**config.mk**
```make
export PLATFORM = sky130hd
export DESIGN_NAME = serial_subtractor_flat
export DESIGN_NICKNAME = d
export VERILOG_FILES = /design/src/rtl/serial_subtractor_if.sv /design/src/rtl/serial_subtractor.sv /design/src/flat_wrapper.sv
export SDC_FILE = /design/constraint.sdc
export NUM_CORES = 1
export LEC_CHECK = 0
export ABC_AREA = 1
export BUFFER_PORTS_ARGS = -buffer_cell sky130_fd_sc_hd__buf_4
export CAP_MARGIN = 20
export CORE_MARGIN = 3
export CORE_UTILIZATION = 50
export DETAILED_ROUTE_END_ITERATION = 6
export GPL_ROUTABILITY_DRIVEN = 0
export GPL_TIMING_DRIVEN = 0
export PLACE_DENSITY = 0.75
export SYNTH_ARGS = -nofsm -noshare
export SYNTH_HDL_FRONTEND = slang
export SYNTH_SLANG_ARGS = --single-unit
```
**constraint.sdc**
```tcl
create_clock -name clk -period 1.2 [get_ports clk]
set_input_delay 0.12 -clock clk [delete_from_list [all_inputs] [get_ports clk]]
set_output_delay 0.12 -clock clk [all_outputs]
set_load 0.01 [all_outputs]
```
**src/rtl/serial_subtractor_if.sv**
```systemverilog
// Bus bundle for serial_subtractor: start/operands in, status/result out.
// The bin signal exists only when SERIAL_SUBTRACTOR_BORROW_IN_EN is defined.
interface serial_subtractor_if #(
    parameter int WIDTH = 8
);
    logic             start;
    logic [WIDTH-1:0] a;
    logic [WIDTH-1:0] b;
`ifdef SERIAL_SUBTRACTOR_BORROW_IN_EN
    logic             bin;
`endif
    logic             busy;
    logic             done;
    logic [WIDTH-1:0] diff;
    logic             borrow_out;

`ifdef SERIAL_SUBTRACTOR_BORROW_IN_EN
    modport slave  (input  start, a, b, bin, output busy, done, diff, borrow_out);
    modport master (output start, a, b, bin, input  busy, done, diff, borrow_out);
`else
    modport slave  (input  start, a, b, output busy, done, diff, borrow_out);
    modport master (output start, a, b, input  busy, done, diff, borrow_out);
`endif
endinterface

```
**src/rtl/serial_subtractor.sv**
```systemverilog
// Bit-serial subtractor: computes (a - b - bin) mod 2^WIDTH one bit per clock,
// LSB first, and reports the final borrow.
// Optional feature macro: SERIAL_SUBTRACTOR_BORROW_IN_EN adds a borrow-in (bin)
// sampled with the operands; without it the initial borrow is 0.
//
// state | meaning
// IDLE  | waiting for start, outputs hold last result
// SHIFT | one full-subtractor bit per cycle, busy high
// DONE  | result just loaded, done pulses; start here chains with no gap
module serial_subtractor #(
    parameter int WIDTH = 8
) (
    input  logic                clk,
    input  logic                rst,
    serial_subtractor_if.slave  bus
);
    localparam int CW = (WIDTH < 2) ? 1 : $clog2(WIDTH);

    typedef enum logic [1:0] {IDLE, SHIFT, DONE} state_t;

    state_t           r_state;
    state_t           w_state_nxt;
    logic             w_busy;
    logic             w_done;
    logic             w_accept;
    logic             w_last;
    logic             w_bin;
    logic             w_d;
    logic             w_bnext;
    logic [WIDTH-1:0] w_res_nxt;

    logic [WIDTH-1:0] r_a_sr;
    logic [WIDTH-1:0] r_b_sr;
    logic [WIDTH-1:0] r_res;
    logic             r_br;
    logic [CW-1:0]    r_cnt;
    logic [WIDTH-1:0] r_diff;
    logic             r_borrow_out;

`ifdef SERIAL_SUBTRACTOR_BORROW_IN_EN
    assign w_bin = bus.bin;
`else
    assign w_bin = 1'b0;
`endif

    assign w_last  = (r_cnt == CW'(WIDTH - 1));
    assign w_d     = r_a_sr[0] ^ r_b_sr[0] ^ r_br;
    assign w_bnext = (~r_a_sr[0] & r_b_sr[0]) | (~(r_a_sr[0] ^ r_b_sr[0]) & r_br);

    // The new bit enters at the MSB so that after WIDTH shifts bit 0 sits at the LSB.
    generate
        if (WIDTH == 1) begin : g_res_w1
            assign w_res_nxt = w_d;
        end else begin : g_res_wn
            assign w_res_nxt = {w_d, r_res[WIDTH-1:1]};
        end
    endgenerate

    // State register.
    always_ff @(posedge clk) begin
        if (rst) begin
            r_state <= IDLE;
        end else begin
            r_state <= w_state_nxt;
        end
    end

    // Next-state decode and state-derived status outputs.
    always_comb begin
        w_state_nxt = r_state;
        w_busy      = 1'b0;
        w_done      = 1'b0;
        w_accept    = 1'b0;
        case (r_state)
            IDLE: begin
                if (bus.start) begin
                    w_accept    = 1'b1;
                    w_state_nxt = SHIFT;
                end
            end
            SHIFT: begin
                w_busy = 1'b1;
                if (w_last) begin
                    w_state_nxt = DONE;
                end
            end
            DONE: begin
                w_done = 1'b1;
                if (bus.start) begin
                    w_accept    = 1'b1;
                    w_state_nxt = SHIFT;
                end else begin
                    w_state_nxt = IDLE;
                end
            end
            default: begin
                w_state_nxt = IDLE;
            end
        endcase
    end

    // Operand/result shift registers, borrow, counter and registered result.
    always_ff @(posedge clk) begin
        if (rst) begin
            r_a_sr       <= '0;
            r_b_sr       <= '0;
            r_res        <= '0;
            r_br         <= 1'b0;
            r_cnt        <= '0;
            r_diff       <= '0;
            r_borrow_out <= 1'b0;
        end else if (w_accept) begin
            r_a_sr <= bus.a;
            r_b_sr <= bus.b;
            r_res  <= '0;
            r_br   <= w_bin;
            r_cnt  <= '0;
        end else if (r_state == SHIFT) begin
            r_a_sr <= r_a_sr >> 1;
            r_b_sr <= r_b_sr >> 1;
            r_res  <= w_res_nxt;
            r_br   <= w_bnext;
            if (w_last) begin
                r_cnt        <= '0;
                r_diff       <= w_res_nxt;
                r_borrow_out <= w_bnext;
            end else begin
                r_cnt <= r_cnt + 1'b1;
            end
        end
    end

    assign bus.busy       = w_busy;
    assign bus.done       = w_done;
    assign bus.diff       = r_diff;
    assign bus.borrow_out = r_borrow_out;

endmodule
```
**src/flat_wrapper.sv**
```systemverilog
// flat-port wrapper written by rule: the top's interface ports become plain ports
module serial_subtractor_flat 
#(
    parameter int WIDTH = 8
)
  (clk, rst, bus_start, bus_a, bus_b, bus_busy, bus_done, bus_diff, bus_borrow_out);
  serial_subtractor_if #(.WIDTH(WIDTH)) bus_i ();
  input  logic clk;
  input  logic rst;
  input wire logic [$bits(bus_i.start)-1:0] bus_start;
  input wire logic [$bits(bus_i.a)-1:0] bus_a;
  input wire logic [$bits(bus_i.b)-1:0] bus_b;
  output wire logic [$bits(bus_i.busy)-1:0] bus_busy;
  output wire logic [$bits(bus_i.done)-1:0] bus_done;
  output wire logic [$bits(bus_i.diff)-1:0] bus_diff;
  output wire logic [$bits(bus_i.borrow_out)-1:0] bus_borrow_out;
  assign bus_i.start = bus_start;
  assign bus_i.a = bus_a;
  assign bus_i.b = bus_b;
  assign bus_busy = bus_i.busy;
  assign bus_done = bus_i.done;
  assign bus_diff = bus_i.diff;
  assign bus_borrow_out = bus_i.borrow_out;
  serial_subtractor #(.WIDTH(WIDTH)) u_core (.clk(clk), .rst(rst), .bus(bus_i));
endmodule
```
; Yosys cells after proc, flatten, opt, wreduce, memory -nomap -nowiden
; Cells that the tools add are included.
[totals]
out_inout_bits = 11
mem_count = 0
input_bits = 19
romBits = 0
ram_bits = 0
ff_bits = 39
word_cells = 41
latchBits = 0
[op_classes]
n_eq_ne = 5
div_mod_pow = 0
n_addsub = 1
shifts = 0
mul = 0
mux = 13
magnitude_cmp = 0
n_reduce_logical = 6
bitwise = 8
[op_table]
columns = operator, count
row1 = two-way mux 8 bit, 4
row2 = case mux 2 bit (3 select lines), 1
row3 = two-way mux 1 bit, 5
row4 = two-way mux 2 bit, 2
row5 = OR reduction 2 bit, 2
row6 = "adder 3 x 1 -> 3 bit, second input constant", 1
row7 = "== test 3 bit, second input constant", 1
row8 = two-way mux 3 bit, 1
row9 = NOT 1 bit, 3
row10 = AND reduction 3 bit, 1
row11 = AND 1 bit, 2
row12 = "== test 2 x 1 -> 1 bit, second input constant", 1
row13 = "== test 2 bit, second input constant", 1
row14 = zero test 2 bit, 1
row15 = "inequality test 2 x 1 -> 1 bit, second input constant", 1
row16 = "inequality test 2 bit, second input constant", 1
row17 = AND reduction 2 bit, 1
row18 = nonzero test 2 bit, 1
row19 = XOR 1 bit, 2
row20 = OR 1 bit, 1

; Logic depth before layout (Yosys ltp)
[depth]
word_depth = 5
ltp_mapped = 8
mapped_depth_nobuf = 7

; Least setup slack after synthesis
; OpenSTA, ideal clock, no wires.
[synth_path]
path_kind = register to register
start = register u_core.r_cnt[0]
end = register u_core.r_diff[1] (netlist: u_core.bus.diff[1])
path_slack_ns = -0.010
setup_time_ns = 0.069
path_stages_with_launch = 8
period_less_slack_ns = 1.210
t_arrival_ns = 1.141
required_ns = 1.131
n_path_buf = 0
path_cell_list = dfxtp_1 ha_1 ha_1 inv_1 nor2_8 inv_2 nand3_1 o21ai_1
[synth_via]
elab_chain_cells = 2
[synth_lines]
columns = item, line
row1 = "start, declared", serial_subtractor.sv:36  ; logic [CW-1:0] r_cnt;
row2 = "start signal, assigned", serial_subtractor.sv:128  ; r_cnt <= r_cnt + 1'b1;
row3 = == test 3 bit, serial_subtractor.sv:46  ; assign w_last = (r_cnt == CW'(WIDTH - 1));
row4 = AND reduction 3 bit (no source line), n/a
row5 = "end signal, assigned", serial_subtractor.sv:125  ; r_diff <= w_res_nxt;
row6 = "end, declared", serial_subtractor.sv:37  ; logic [WIDTH-1:0] r_diff;
; No other way between the ends.
; A chain may end at the register's enable or synchronous reset.

; Worst setup path after layout
[layout_path]
start = register u_core.r_cnt[0]
end = register u_core.r_diff[2] (netlist: u_core.bus.diff[2])
; Same word-level chain as after synthesis.

==> results.md <==
* Most frequent cells in the layout: 45 x buf_4, 33 x nand2_1, 32 x dfxtp_1
* Full die area at 0.004536 sq mm
* Final worst setup slack at -0.09589 ns
* ANT cells at 0
* 1st-iter DRT viols at 72
* Part of the total power dissipated in the clock network at 32.4%
* Number of global-route vias before repair at 1447
* Static Leak at 1.168 nW
* Internal power at 2.028 mW
* RSZ-0062 raised after global routing: true
* Avg Cell Area, Syn at 8.146 sq um
* Via count at 1609
* Filler Cell Count at 283
* Worst Setup End Kind: register
* Fmax at 0.7717 GHz
* Fin util at 70.71%
* Max-slew violations at 0
* Final setup viols at 9
* Initial antenna violation count at 0
* Routed length per instance at 12.54 um
* Largest net degree at the start of global routing at 12
* Failing checks: negative setup slack
* Ports at 30
* Post-Syn Instances at 231
* Share of layout cells above drive strength 1 at 44.41%
* Fin crit share at 108.0%
* Critical path peak fanout at 6
* Synth unique cells at 26
* CP Launch Type: register
* Worst slew pin tran at 0.1986 ns
* Detail Placement HPWL at 2.632 mm
* Total routed wirelength at 4.164 mm
* Flop pwr share at 48.9%
* Run status: complete, but fails checks
* Total power at 2.808 mW
* CTS tree: yes
* Syn Nets at 254
* Req. time, crit path at 1.39 ns
* Starting Density at 54.26%
* Worst vdd ir at 853.3 uV
* Pre-Repair DR Iteration Count at 4
* Crit-path most repeated cell: ha_4
* Worst skew pair latency at 0.29 ns
* Post-DR vias/cell at 4.846
* Arrival @ worst endpoint at 1.49 ns
* Core footprint at 0.003468 sq mm
* Most common cell after layout, fill and taps aside: buf_4
* H-tree Lvls at 2
* Site Rows at 21
* Residual DRC count at 0
* Flops & latches, synth at 38
* Final #Nets at 308
* Clk slew on worst S/H paths at 0.08 ns
* First-pass GRT wire length at 6.699 mm
* Yosys warns at 0
* Hold Fails Final Rpt at 0
* Port Buffers at 28
* Net Sw Frac at 27.80%
* Combinational fraction of design power at 18.7%
* Cts bufs inserted at 5
* CP max stage delay at 0.35 ns
* Layout area overhead at 30.32%
* Die W at 67.35 um
* Crit path buf inv count at 2
* Clock period minus final worst setup slack at 1.296 ns
* Cts hold-fix bufs at 0
* Post-synthesis sequential area ratio at 40.43%
* Slowest CP cell: dfxtp_2
* Gr ovfl total at 0
* Switching Power at 0.7806 mW
* GRT Overall Usage at 20.34%
* Cell family with most CP delay: flip-flops
* PwrDens at 1145 mW/mm^2
* Setup Skew at 0.006268 ns
* Max-cap violations at 0
* Sink Count at 38
* Hold Crit Class: input port to register
* Die height at 67.35 um
* Max clock buf depth at 2
* Worst Setup Path Type: register to register
* Crit-path cells: ha_4, ha_4, inv_4, nor2_8, clkinvlp_4, nor2_2, nor2_1
* Mapped Area at 0.001882 sq mm
* ANT nets after route at 0
* Slew headroom at 86.73%
* Clk root buf: clkbuf_8
## worst min-delay path: stages
cell    delay, ns
buf_4        0.08
nor2_1       0.04
nor2_1       0.08
## layer usage
metal,part of all wire (%),vias to the layer above,wire length (um),track usage (%)
met3,3.4,6,141,3.993
li1,-,831,-,-
met1,47,747,1955,25.64
met4,1.2,0,50,10.13
met5,0,-,0,0
met2,48,25,2016,33.01
## stage by stage
step                instance area (sq um)  setup TNS, ns  hold slack [ns]  worst slack [ns]  std cells
finish                               2452        -0.6206          0.05039          -0.09589        332
global route                         2452         -1.075          0.06289           -0.1396        332
CTS                                  2434        -0.1252          0.04219          -0.03801        330
detailed placement                   2150         -1.074           0.3577           -0.1248        305
global placement                     2150        -0.7538           0.3425          -0.08509        305
floorplan                            1882              0           0.2549           0.03091        231
## kinds of logic (layout without fill, tap and decap cells)
group | after synthesis | after routing | synth area share [%]
buffers and inverters | 47 | 101 | 12.97
flip-flops | 38 | 38 | 40.43
AO/OA/AOI/OAI | 41 | 41 | 14.76
adder cells (fa/ha/maj) | 4 | 4 | 3.059
AND/OR/NAND/NOR | 101 | 102 | 28.79
## cell usage after synthesis, drive strengths merged
cell / count / area [sq um]
o211a: 1 / 10.01
a21oi: 17 / 126.4
inv: 38 / 147.7
ha: 3 / 37.54
buf: 9 / 96.33
nor2: 40 / 206.4
o21ai: 23 / 141.4
dfxtp: 38 / 760.7
nand2: 43 / 210.2
nand3: 18 / 125.1
fa: 1 / 20.02
## power by group through the flow
stage	clock (mW)	sequential, mW	combinational, mW
final	0.910	1.37	0.525
after CTS	0.942	1.37	0.527
after detailed placement	0	1.39	0.473
after global routing	0.994	1.38	0.581
after global placement	0	1.39	0.465
after floorplan	0	1.38	0.355
## worst paths after layout
check	from	end	slack [ns]	cells past startpoint
max reg2reg	u_core.r_cnt[0]	u_core.bus.diff[2]	-0.1	7
min	bus_a[7]	u_core.r_a_sr[7]	0.05	3
max	u_core.r_cnt[0]	u_core.bus.diff[2]	-0.1	7
min reg2reg	u_core.r_b_sr[0]	u_core.r_b_sr[0]	0.48	2
## sequential cells by signal (all words and copies together), names as in the netlist
register	count
u_core.bus.borrow_out	1
u_core.bus.diff	8
u_core.r_a_sr	8
u_core.r_b_sr	8
u_core.r_br	1
u_core.r_cnt	3
u_core.r_res	7
u_core.r_state	2
## repair_timing
item,in CTS,in global routing
cloned,2,0
endpoints found under the setup margin,11,15
pin swaps,8,6
buffers inserted,15,3
endpoints found under the hold margin,0,0
gates resized for setup,15,5
## final cells by class
type                            instances  area, sq um  area share, %
Buffer                                  8        88.84          3.622
Clock buffer                            7        86.33          3.520
Clock inverter                          1        5.005         0.2041
Inverter                               38        155.1          6.327
Multi-Input combinational cell        147        918.4          37.45
Sequential cell                        38        768.2          31.33
Tap cell                               46        57.56          2.347
Timing Repair Buffer                   46        365.4          14.90
Timing Repair inverter                  1        7.507         0.3061
Power figures use the tool's default switching activity.
